[src/rtl/sample_capture_writer_if.sv]
// Bus bundle for the threshold-triggered sample recorder.
// The master drives the capture controls and read address; the slave is the recorder.
interface sample_capture_writer_if #(
  parameter int DATA_WIDTH = 8,
  parameter int ADDR_WIDTH = 8
);
  logic                  start;
  logic                  stop;
  logic                  in_valid;
  logic [DATA_WIDTH-1:0] in_data;
  logic [ADDR_WIDTH-1:0] rd_addr;
  logic [DATA_WIDTH-1:0] rd_data;
  logic                  armed;
  logic                  busy;
  logic                  done;
  logic                  overflow;
  logic [ADDR_WIDTH:0]   sample_count;

  modport master (
    output start, stop, in_valid, in_data, rd_addr,
    input  rd_data, armed, busy, done, overflow, sample_count
  );

  modport slave (
    input  start, stop, in_valid, in_data, rd_addr,
    output rd_data, armed, busy, done, overflow, sample_count
  );
endinterface

[src/rtl/sample_capture_writer.sv]
// Threshold-triggered sample recorder: arms on start, begins storing at the first
// sample whose magnitude reaches THRESHOLD, and stops when full or on stop.
module sample_capture_writer #(
  parameter int DATA_WIDTH = 8,
  parameter int DEPTH      = 256,
  parameter int ADDR_WIDTH = 8,
  parameter int THRESHOLD  = 16
) (
  input logic                    clk,
  input logic                    rst_n,
  sample_capture_writer_if.slave bus
);

  typedef enum logic [1:0] {
    S_IDLE    = 2'd0,
    S_ARMED   = 2'd1,
    S_CAPTURE = 2'd2,
    S_DONE    = 2'd3
  } state_e;

  localparam logic [ADDR_WIDTH:0] DEPTH_C  = (ADDR_WIDTH+1)'(DEPTH);
  localparam logic [ADDR_WIDTH:0] ONE_C    = (ADDR_WIDTH+1)'(1);
  localparam logic [DATA_WIDTH:0] THRESH_C = (DATA_WIDTH+1)'(THRESHOLD);

  state_e                state_q, state_d;
  logic [ADDR_WIDTH:0]   count_q, count_d;
  logic [ADDR_WIDTH:0]   count_inc_s;
  logic                  overflow_q, overflow_d;
  logic                  full_q, full_d;
  logic                  armed_q, busy_q, done_q;
  logic [DATA_WIDTH-1:0] rd_data_q;
  logic [DATA_WIDTH-1:0] mem_q [DEPTH];
  logic                  wr_en_s;
  logic [ADDR_WIDTH-1:0] wr_addr_s;
  logic [DATA_WIDTH:0]   mag_s;
  logic                  trig_s;

  // One extra bit keeps -128 as +128 instead of wrapping back to negative.
  always_comb begin
    if (bus.in_data[DATA_WIDTH-1]) begin
      mag_s = (DATA_WIDTH+1)'(0) - {1'b1, bus.in_data};
    end else begin
      mag_s = {1'b0, bus.in_data};
    end
  end

  assign trig_s      = (mag_s >= THRESH_C);
  assign count_inc_s = count_q + ONE_C;

  always_comb begin
    state_d    = state_q;
    count_d    = count_q;
    overflow_d = overflow_q;
    full_d     = full_q;
    wr_en_s    = 1'b0;
    wr_addr_s  = count_q[ADDR_WIDTH-1:0];
    case (state_q)
      S_IDLE: begin
        if (bus.start) begin
          state_d    = S_ARMED;
          count_d    = '0;
          overflow_d = 1'b0;
          full_d     = 1'b0;
        end else begin
          state_d = S_IDLE;
        end
      end
      S_ARMED: begin
        if (bus.stop) begin
          state_d = S_DONE;
        end else if (bus.in_valid && trig_s) begin
          wr_en_s   = 1'b1;
          wr_addr_s = '0;
          count_d   = ONE_C;
          state_d   = S_CAPTURE;
        end else begin
          state_d = S_ARMED;
        end
      end
      S_CAPTURE: begin
        // A stop coinciding with a valid sample still stores that sample.
        if (bus.in_valid) begin
          wr_en_s = 1'b1;
          count_d = count_inc_s;
          if (count_inc_s == DEPTH_C) begin
            state_d = S_DONE;
            full_d  = 1'b1;
          end else begin
            full_d = full_q;
          end
        end else begin
          count_d = count_q;
        end
        if (bus.stop) begin
          state_d = S_DONE;
        end else begin
          wr_addr_s = count_q[ADDR_WIDTH-1:0];
        end
      end
      S_DONE: begin
        if (bus.start) begin
          state_d    = S_ARMED;
          count_d    = '0;
          overflow_d = 1'b0;
          full_d     = 1'b0;
        end else if (bus.in_valid && full_q) begin
          overflow_d = 1'b1;
        end else begin
          state_d = S_DONE;
        end
      end
      default: begin
        state_d = S_IDLE;
      end
    endcase
  end

  always_ff @(posedge clk) begin
    if (!rst_n) begin
      state_q    <= S_IDLE;
      count_q    <= '0;
      overflow_q <= 1'b0;
      full_q     <= 1'b0;
      armed_q    <= 1'b0;
      busy_q     <= 1'b0;
      done_q     <= 1'b0;
      rd_data_q  <= '0;
    end else begin
      state_q    <= state_d;
      count_q    <= count_d;
      overflow_q <= overflow_d;
      full_q     <= full_d;
      armed_q    <= (state_d == S_ARMED);
      busy_q     <= (state_d == S_ARMED) || (state_d == S_CAPTURE);
      done_q     <= (state_d == S_DONE);
      rd_data_q  <= mem_q[bus.rd_addr];
    end
  end

  // Buffer is deliberately not reset so a partial capture survives rst_n.
  always_ff @(posedge clk) begin
    if (wr_en_s && rst_n) begin
      mem_q[wr_addr_s] <= bus.in_data;
    end
  end

  assign bus.rd_data      = rd_data_q;
  assign bus.armed        = armed_q;
  assign bus.busy         = busy_q;
  assign bus.done         = done_q;
  assign bus.overflow     = overflow_q;
  assign bus.sample_count = count_q;

endmodule

[src/flat_wrapper.sv]
// flat-port wrapper written by rule: the top's interface ports become plain ports
module sample_capture_writer_flat 
#(
  parameter int DATA_WIDTH = 8,
  parameter int DEPTH      = 256,
  parameter int ADDR_WIDTH = 8,
  parameter int THRESHOLD  = 16
)
  (clk, rst_n, bus_start, bus_stop, bus_in_valid, bus_in_data, bus_rd_addr, bus_rd_data, bus_armed, bus_busy, bus_done, bus_overflow, bus_sample_count);
  sample_capture_writer_if #(.DATA_WIDTH(DATA_WIDTH), .ADDR_WIDTH(ADDR_WIDTH)) bus_i ();
  input logic clk;
  input logic rst_n;
  input wire logic [$bits(bus_i.start)-1:0] bus_start;
  input wire logic [$bits(bus_i.stop)-1:0] bus_stop;
  input wire logic [$bits(bus_i.in_valid)-1:0] bus_in_valid;
  input wire logic [$bits(bus_i.in_data)-1:0] bus_in_data;
  input wire logic [$bits(bus_i.rd_addr)-1:0] bus_rd_addr;
  output wire logic [$bits(bus_i.rd_data)-1:0] bus_rd_data;
  output wire logic [$bits(bus_i.armed)-1:0] bus_armed;
  output wire logic [$bits(bus_i.busy)-1:0] bus_busy;
  output wire logic [$bits(bus_i.done)-1:0] bus_done;
  output wire logic [$bits(bus_i.overflow)-1:0] bus_overflow;
  output wire logic [$bits(bus_i.sample_count)-1:0] bus_sample_count;
  assign bus_i.start = bus_start;
  assign bus_i.stop = bus_stop;
  assign bus_i.in_valid = bus_in_valid;
  assign bus_i.in_data = bus_in_data;
  assign bus_i.rd_addr = bus_rd_addr;
  assign bus_rd_data = bus_i.rd_data;
  assign bus_armed = bus_i.armed;
  assign bus_busy = bus_i.busy;
  assign bus_done = bus_i.done;
  assign bus_overflow = bus_i.overflow;
  assign bus_sample_count = bus_i.sample_count;
  sample_capture_writer #(.DATA_WIDTH(DATA_WIDTH), .DEPTH(DEPTH), .ADDR_WIDTH(ADDR_WIDTH), .THRESHOLD(THRESHOLD)) u_core (.clk(clk), .rst_n(rst_n), .bus(bus_i));
endmodule
[config.mk]
export PLATFORM = sky130hd
export DESIGN_NAME = sample_capture_writer_flat
export DESIGN_NICKNAME = d
export VERILOG_FILES = /design/src/rtl/sample_capture_writer_if.sv /design/src/rtl/sample_capture_writer.sv /design/src/flat_wrapper.sv
export SDC_FILE = /design/constraint.sdc
export NUM_CORES = 2
export LEC_CHECK = 0
export CAP_MARGIN = 10
export CORE_ASPECT_RATIO = 1.5
export CORE_MARGIN = 1.5
export CORE_UTILIZATION = 42
export CTS_CLUSTER_SIZE = 20
export DETAILED_ROUTE_END_ITERATION = 16
export GPL_TIMING_DRIVEN = 0
export PLACE_DENSITY_LB_ADDON = 0.12
export SYNTH_ARGS = -nofsm -noshare
export SYNTH_HDL_FRONTEND = slang
export SYNTH_SLANG_ARGS = --single-unit
[constraint.sdc]
create_clock -name clk -period 6.2 [get_ports clk]
set_input_delay 1.55 -clock clk [delete_from_list [all_inputs] [get_ports clk]]
set_output_delay 1.55 -clock clk [all_outputs]
set_load 0.02 [all_outputs]
### Yosys cells after proc, flatten, opt, wreduce, memory -nomap -nowiden

Memories as Yosys holds them, arrays and structs flattened. A register that Yosys moved wholly into a read port is not among the register bits.
Cells that the tools add are included.

* memory bits (writable): 2048
* bits in registers: 16
* output and inout bits: 21
* memories kept: 1
* bits of input ports: 21

* equality and inequality tests: 14
* reductions and logical operators: 12
* mux-type cells: 31
* magnitude comparators: 1
* add/subtract/negate cells: 2

Memory list
* u_core.mem_q: words 256, width 8, rd ports 1, clocked after Yosys merged registers in 1, wr ports 1, line sample_capture_writer.sv:32 `logic [DATA_WIDTH-1:0] mem_q [DEPTH];`

Operator list (number)
* $mux W9: 5
* $pmux W9 S3: 1
* $mux W8: 3
* $mux W2: 7
* $mux W1: 11
* $add A9 B1 Y9 const B: 1
* $eq A9 B9 Y1 const B: 1
* $ge A9 B5 Y1 const B: 1
* $sub A1 B9 Y9 const A: 1
* $eq A2 B2 Y1 const B: 4
* $pmux W2 S4: 1
* $reduce_and A4 Y1: 2
* $ne A2 B1 Y1 const B: 3
* $ne A2 B2 Y1 const B: 3
* $pmux W1 S2: 3
* $eq A2 B1 Y1 const B: 2
* $reduce_bool A2 Y1: 2
* $logic_and A1 B1 Y1: 3
* $ne A3 B2 Y1 const B: 1
* $reduce_and A3 Y1: 1
* $logic_not A2 Y1: 1
* $reduce_or A2 Y1: 1
* $logic_not A1 Y1: 1
* $logic_or A1 B1 Y1: 1

### Logic depth before layout (Yosys ltp)

* depth after elaboration: 10
* depth in mapped cells: 12
* gate-level depth less buffers: 11

### Worst setup path before layout

Ideal clock, no wire load.

* path type: in2reg
* start point: in bus_in_data[0]
* end point: mem u_core.mem_q[106][0] (enable)
* data required time: 5830 ps
* path buffers: 2
* slack: 2131 ps
* arrival: 3699 ps
* cell stages on the path: 11
* path through: inv_1 ha_1 nor3b_2 mux2i_1 o21ai_2 or2_1 a21oi_4 buf_4 nand3_1 clkbuf_1 nor2_1

* cells in the longest elaborated chain, start to end: 10

Ends and longest elaborated chain
* start: declaration: line flat_wrapper.sv:16 `input wire logic [$bits(bus_i.in_data)-1:0] bus_in_data;`
* $sub A1 B9 Y9: line sample_capture_writer.sv:41 `mag_s = (DATA_WIDTH+1)'(0) - {1'b1, bus.in_data};`
* $mux W9 (*): line sample_capture_writer.sv:40 `if (bus.in_data[DATA_WIDTH-1]) begin`
* $ge A9 B5 Y1 (*): line sample_capture_writer.sv:47 `assign trig_s = (mag_s >= THRESH_C);`
* $logic_and A1 B1 Y1 (*): line sample_capture_writer.sv:71 `end else if (bus.in_valid && trig_s) begin`
* $mux W1: line sample_capture_writer.sv:71
* $mux W1: line sample_capture_writer.sv:69 `if (bus.stop) begin`
* $pmux W1 S2: line sample_capture_writer.sv:57 `case (state_q)`
* $logic_and A1 B1 Y1: line sample_capture_writer.sv:142 `if (wr_en_s && rst_n) begin`
* $mux W1: line sample_capture_writer.sv:142
* $mux W1 (implied by the code): line sample_capture_writer.sv:143 `mem_q[wr_addr_s] <= bus.in_data;`
* end: declaration: line sample_capture_writer.sv:32

Every way passes the cells marked *; elsewhere a longest branch is shown, timed or not.

### Worst setup path after layout

* start point: in bus_in_data[0]
* end point: mem u_core.mem_q[137][0] (enable)

Same word-level chain as after synthesis.

==> results.cfg <==
[synthesis]
synth_top_family_by_area = multiplexers
yosys.area.top_type = edfxtp_1
syn_area_per_cell_sq_um = 19.6
synth_area_leaders = edfxtp_1 (75%), mux4_2 (9.7%), mux2i_1 (3.2%), nor2_1 (1.6%), mux4_1 (0.67%)
synth_cells = 4172
ys_warn_count = 0
synth_mux_area_share_pct = 14.1
synth_compound_area_share_pct = 3.93
synthSimpleGateAreaFrac_pct = 3.80
synth_fp_nets = 4201
async_reset_ff_share_pct = 0
synth-xor-area-share_pct = 0.0107
synth_ff_type = edfxtp_1
ys_ff_latch = 2072
seq_area_frac_synth_pct = 75.8
synth_edf_count = 2048
synth_cell_types = 80
synth.top_cell.area_share_pct = 75.2
netlist_area_sq_um = 81800
yosys.area_share.adder_pct = 0.122

[cells_and_area]
fillCellCount = 16200
register_area_sq_um = 62000
areaGrowthSynthToFinish_pct = 13.7
final_common_cell = edfxtp_1
final_layout_size_suffix_gt1_share_pct = 22.8
final_cell_mix = edfxtp_1 (2048), mux4_2 (351), mux2i_1 (262), nor2_1 (209), clkbuf_16 (205)
stdcell_area_sq_um = 93000
multi_input_area_sq_um = 18400
nets = 4475

[status]
failed_checks = setup timing
status = complete, but fails checks

[clocking]
ctsHtreeMaxLevel = 4
cts_setup_buffers = 0
clkTransAtPathRegs_ns = 0.06
cts_buffer_depth = 4
cts_tree = built
ctsRootBufferMaster = clkbuf_16
cts_resized = 55
clock_sink_count = 2072
cts_hold_buf = 0
clock_latency_ns = 0.86
numCtsBuffers = 202

[global_routing]
grt_max_degree = 139
antenna_found_initial = 18
grt.overflow.total = 0
grt_use_total_pct = 32.2
grt_first_pass_wirelength_mm = 415
grt_pass1_vias = 45000

[setup_path]
regToRegEndpoint = u_core.mem_q[99][5]
critPathRequiredTime_ns = 6.68
rrSetupSlack_ns = 1.73
cp_common_cell = buf_16
slowest_stage = nor3b_1
reg2reg_depth = 7
r2r-start = u_core.state_q[0]
worstPathArrival_ns = 6.90
cpPeakStageDelay_ns = 0.90
end_kind = flop
cp_max_fo = 106
start_kind = input pin
path_class = in2reg
path_cells = buf_8 > buf_16 > buf_16 > inv_1 > ha_1 > nor3b_2 > mux2i_1 > o21ai_2 > nor2_2 > nor3b_1 > nand2_2 > clkbuf_1 > nor2_1

[floorplanning]
die_area_sq_um = 197000
core_area_sq_um = 194000
initial_core_util_pct = 42.2
pin_count = 42
rows = 198
die_w_um = 363
die_h_um = 544

[power]
cellPowerDensity_nw_per_um2 = 320
leakage_nw = 29.0
peakVddDrop_mv = 0.257

[detailed_routing]
route.antenna.remaining_nets = 0
post_drt_wl_per_cell_um = 44.2
drcViolationCount = 0
vias_per_cell = 6.35
vias = 45800
totalWireLength_mm = 319
firstDrtPassIters = 8
drtIter0Drc = 6473

[timing]
fmax_mhz = 156
grt_setup_unrepaired = true
clock_skew_ns = 0.0433
post-route-period-util_pct = 103
worst_slew_pin_slew_ns = 1.42
max-slew-margin-rel_pct = 5.21
period_minus_slack_ns = 6.41
setup_slack_ns = -0.214
whs_ns = 0.524
slew_viol_final = 0
setup-violations-final = 150
hold_violations = 0

[placement]
gp_congestion = 1.02
io_buffers = 36
post_dp_cell_area_sq_um = 86200
place_hpwl_mm = 219

[worst_hold_path]
min_from = u_core.bus.overflow
worstHoldPathType = reg2reg
worstHoldEndpoint = u_core.bus.overflow
hold_depth = 2

[run]
maxCapViolCount = 0
==> worst max-delay path by stage <==
stage | from | end | slack, ns
after floorplan | bus_in_data[0] | u_core.mem_q[106][0] | 2.13
after global routing | bus_in_data[0] | u_core.mem_q[185][6] | -0.33
final | bus_in_data[0] | u_core.mem_q[137][0] | -0.21
after global placement | bus_in_data[1] | u_core.mem_q[114][5] | -9.36
after detailed placement | bus_in_data[0] | u_core.mem_q[114][4] | -1.26
after CTS | bus_in_data[0] | u_core.mem_q[128][3] | -0.11
==> worst max-delay path, delay by kind of cell <==
kind	cells	cell delay (ns)
mux	1	0.16
buf+inv	5	1.58
compound gates	1	0.36
simple gates	5	2.70
fa+ha+maj	1	0.21
==> routing by layer <==
metal,share of wire (%),global-route usage [%],vias up
met2,47,51.3,2773
met5,0.014,0.147,-
met3,8.3,6.60,859
met4,10,27.0,2
li1,-,-,17700
met1,34,37.5,24400
==> power by group <==
part           switching, mW  internal [mW]
combinational           1.38          0.521
sequential           0.00614           15.4
clock                   5.42           7.03
==> Yosys cell counts (42+ instances only) <==
cell      number
mux2i_1      262
nor2_1       339
mux2_2        42
o21ai_0       90
edfxtp_1    2048
nor3_1        60
nand3_1       70
clkbuf_1      85
buf_2         61
a22oi_1       48
nand2_1       90
o22ai_1       64
mux4_2       351
a21oi_1       64
==> cells by family after synthesis <==
| group | count (synthesis) |
|---|---|
| flip-flops | 2072 |
| AND/OR/NAND/NOR | 684 |
| multiplexers | 676 |
| AO/OA/AOI/OAI | 464 |
| buffers and inverters | 267 |
| adder cells (fa/ha/maj) | 8 |
| XOR/XNOR | 1 |
==> flip-flops by register name, indices dropped and copies added (netlist names) <==
register                 flops
u_core.mem_q              2048
u_core.bus.sample_count      9
u_core.bus.rd_data           8
u_core.state_q               2
u_core.bus.armed             1
u_core.bus.busy              1
u_core.bus.done              1
u_core.bus.overflow          1
u_core.full_q                1
==> per-stage QoR <==
step | setup WS [ns] | util, % | power, mW | setup TNS [ns] | cells
after floorplan | 2.13 | - | 16.5 | 0 | 4172
after global placement | -9.36 | 44.1 | 17.7 | - | 6808
after detailed placement | -1.26 | 44.5 | 17.5 | -1304.43 | 6841
after CTS | -0.110 | 47.9 | 29.7 | -4.01 | 7196
after global routing | -0.330 | 48.0 | 30.2 | -71.68 | 7201
final | -0.214 | 48.0 | 29.7 | -10.30 | 7206
==> area by class of cell <==
cell class | instances | area share (%)
antenna | 9 | 0.0242
buffer | 257 | 1.97
clock buffer | 253 | 5.73
clock inverter | 102 | 1.18
inverter | 10 | 0.0403
multi-input combinational | 1833 | 19.7
sequential | 2072 | 66.6
tap | 2600 | 3.50
timing repair buffer | 70 | 1.20
Power figures use the tool's default switching activity.
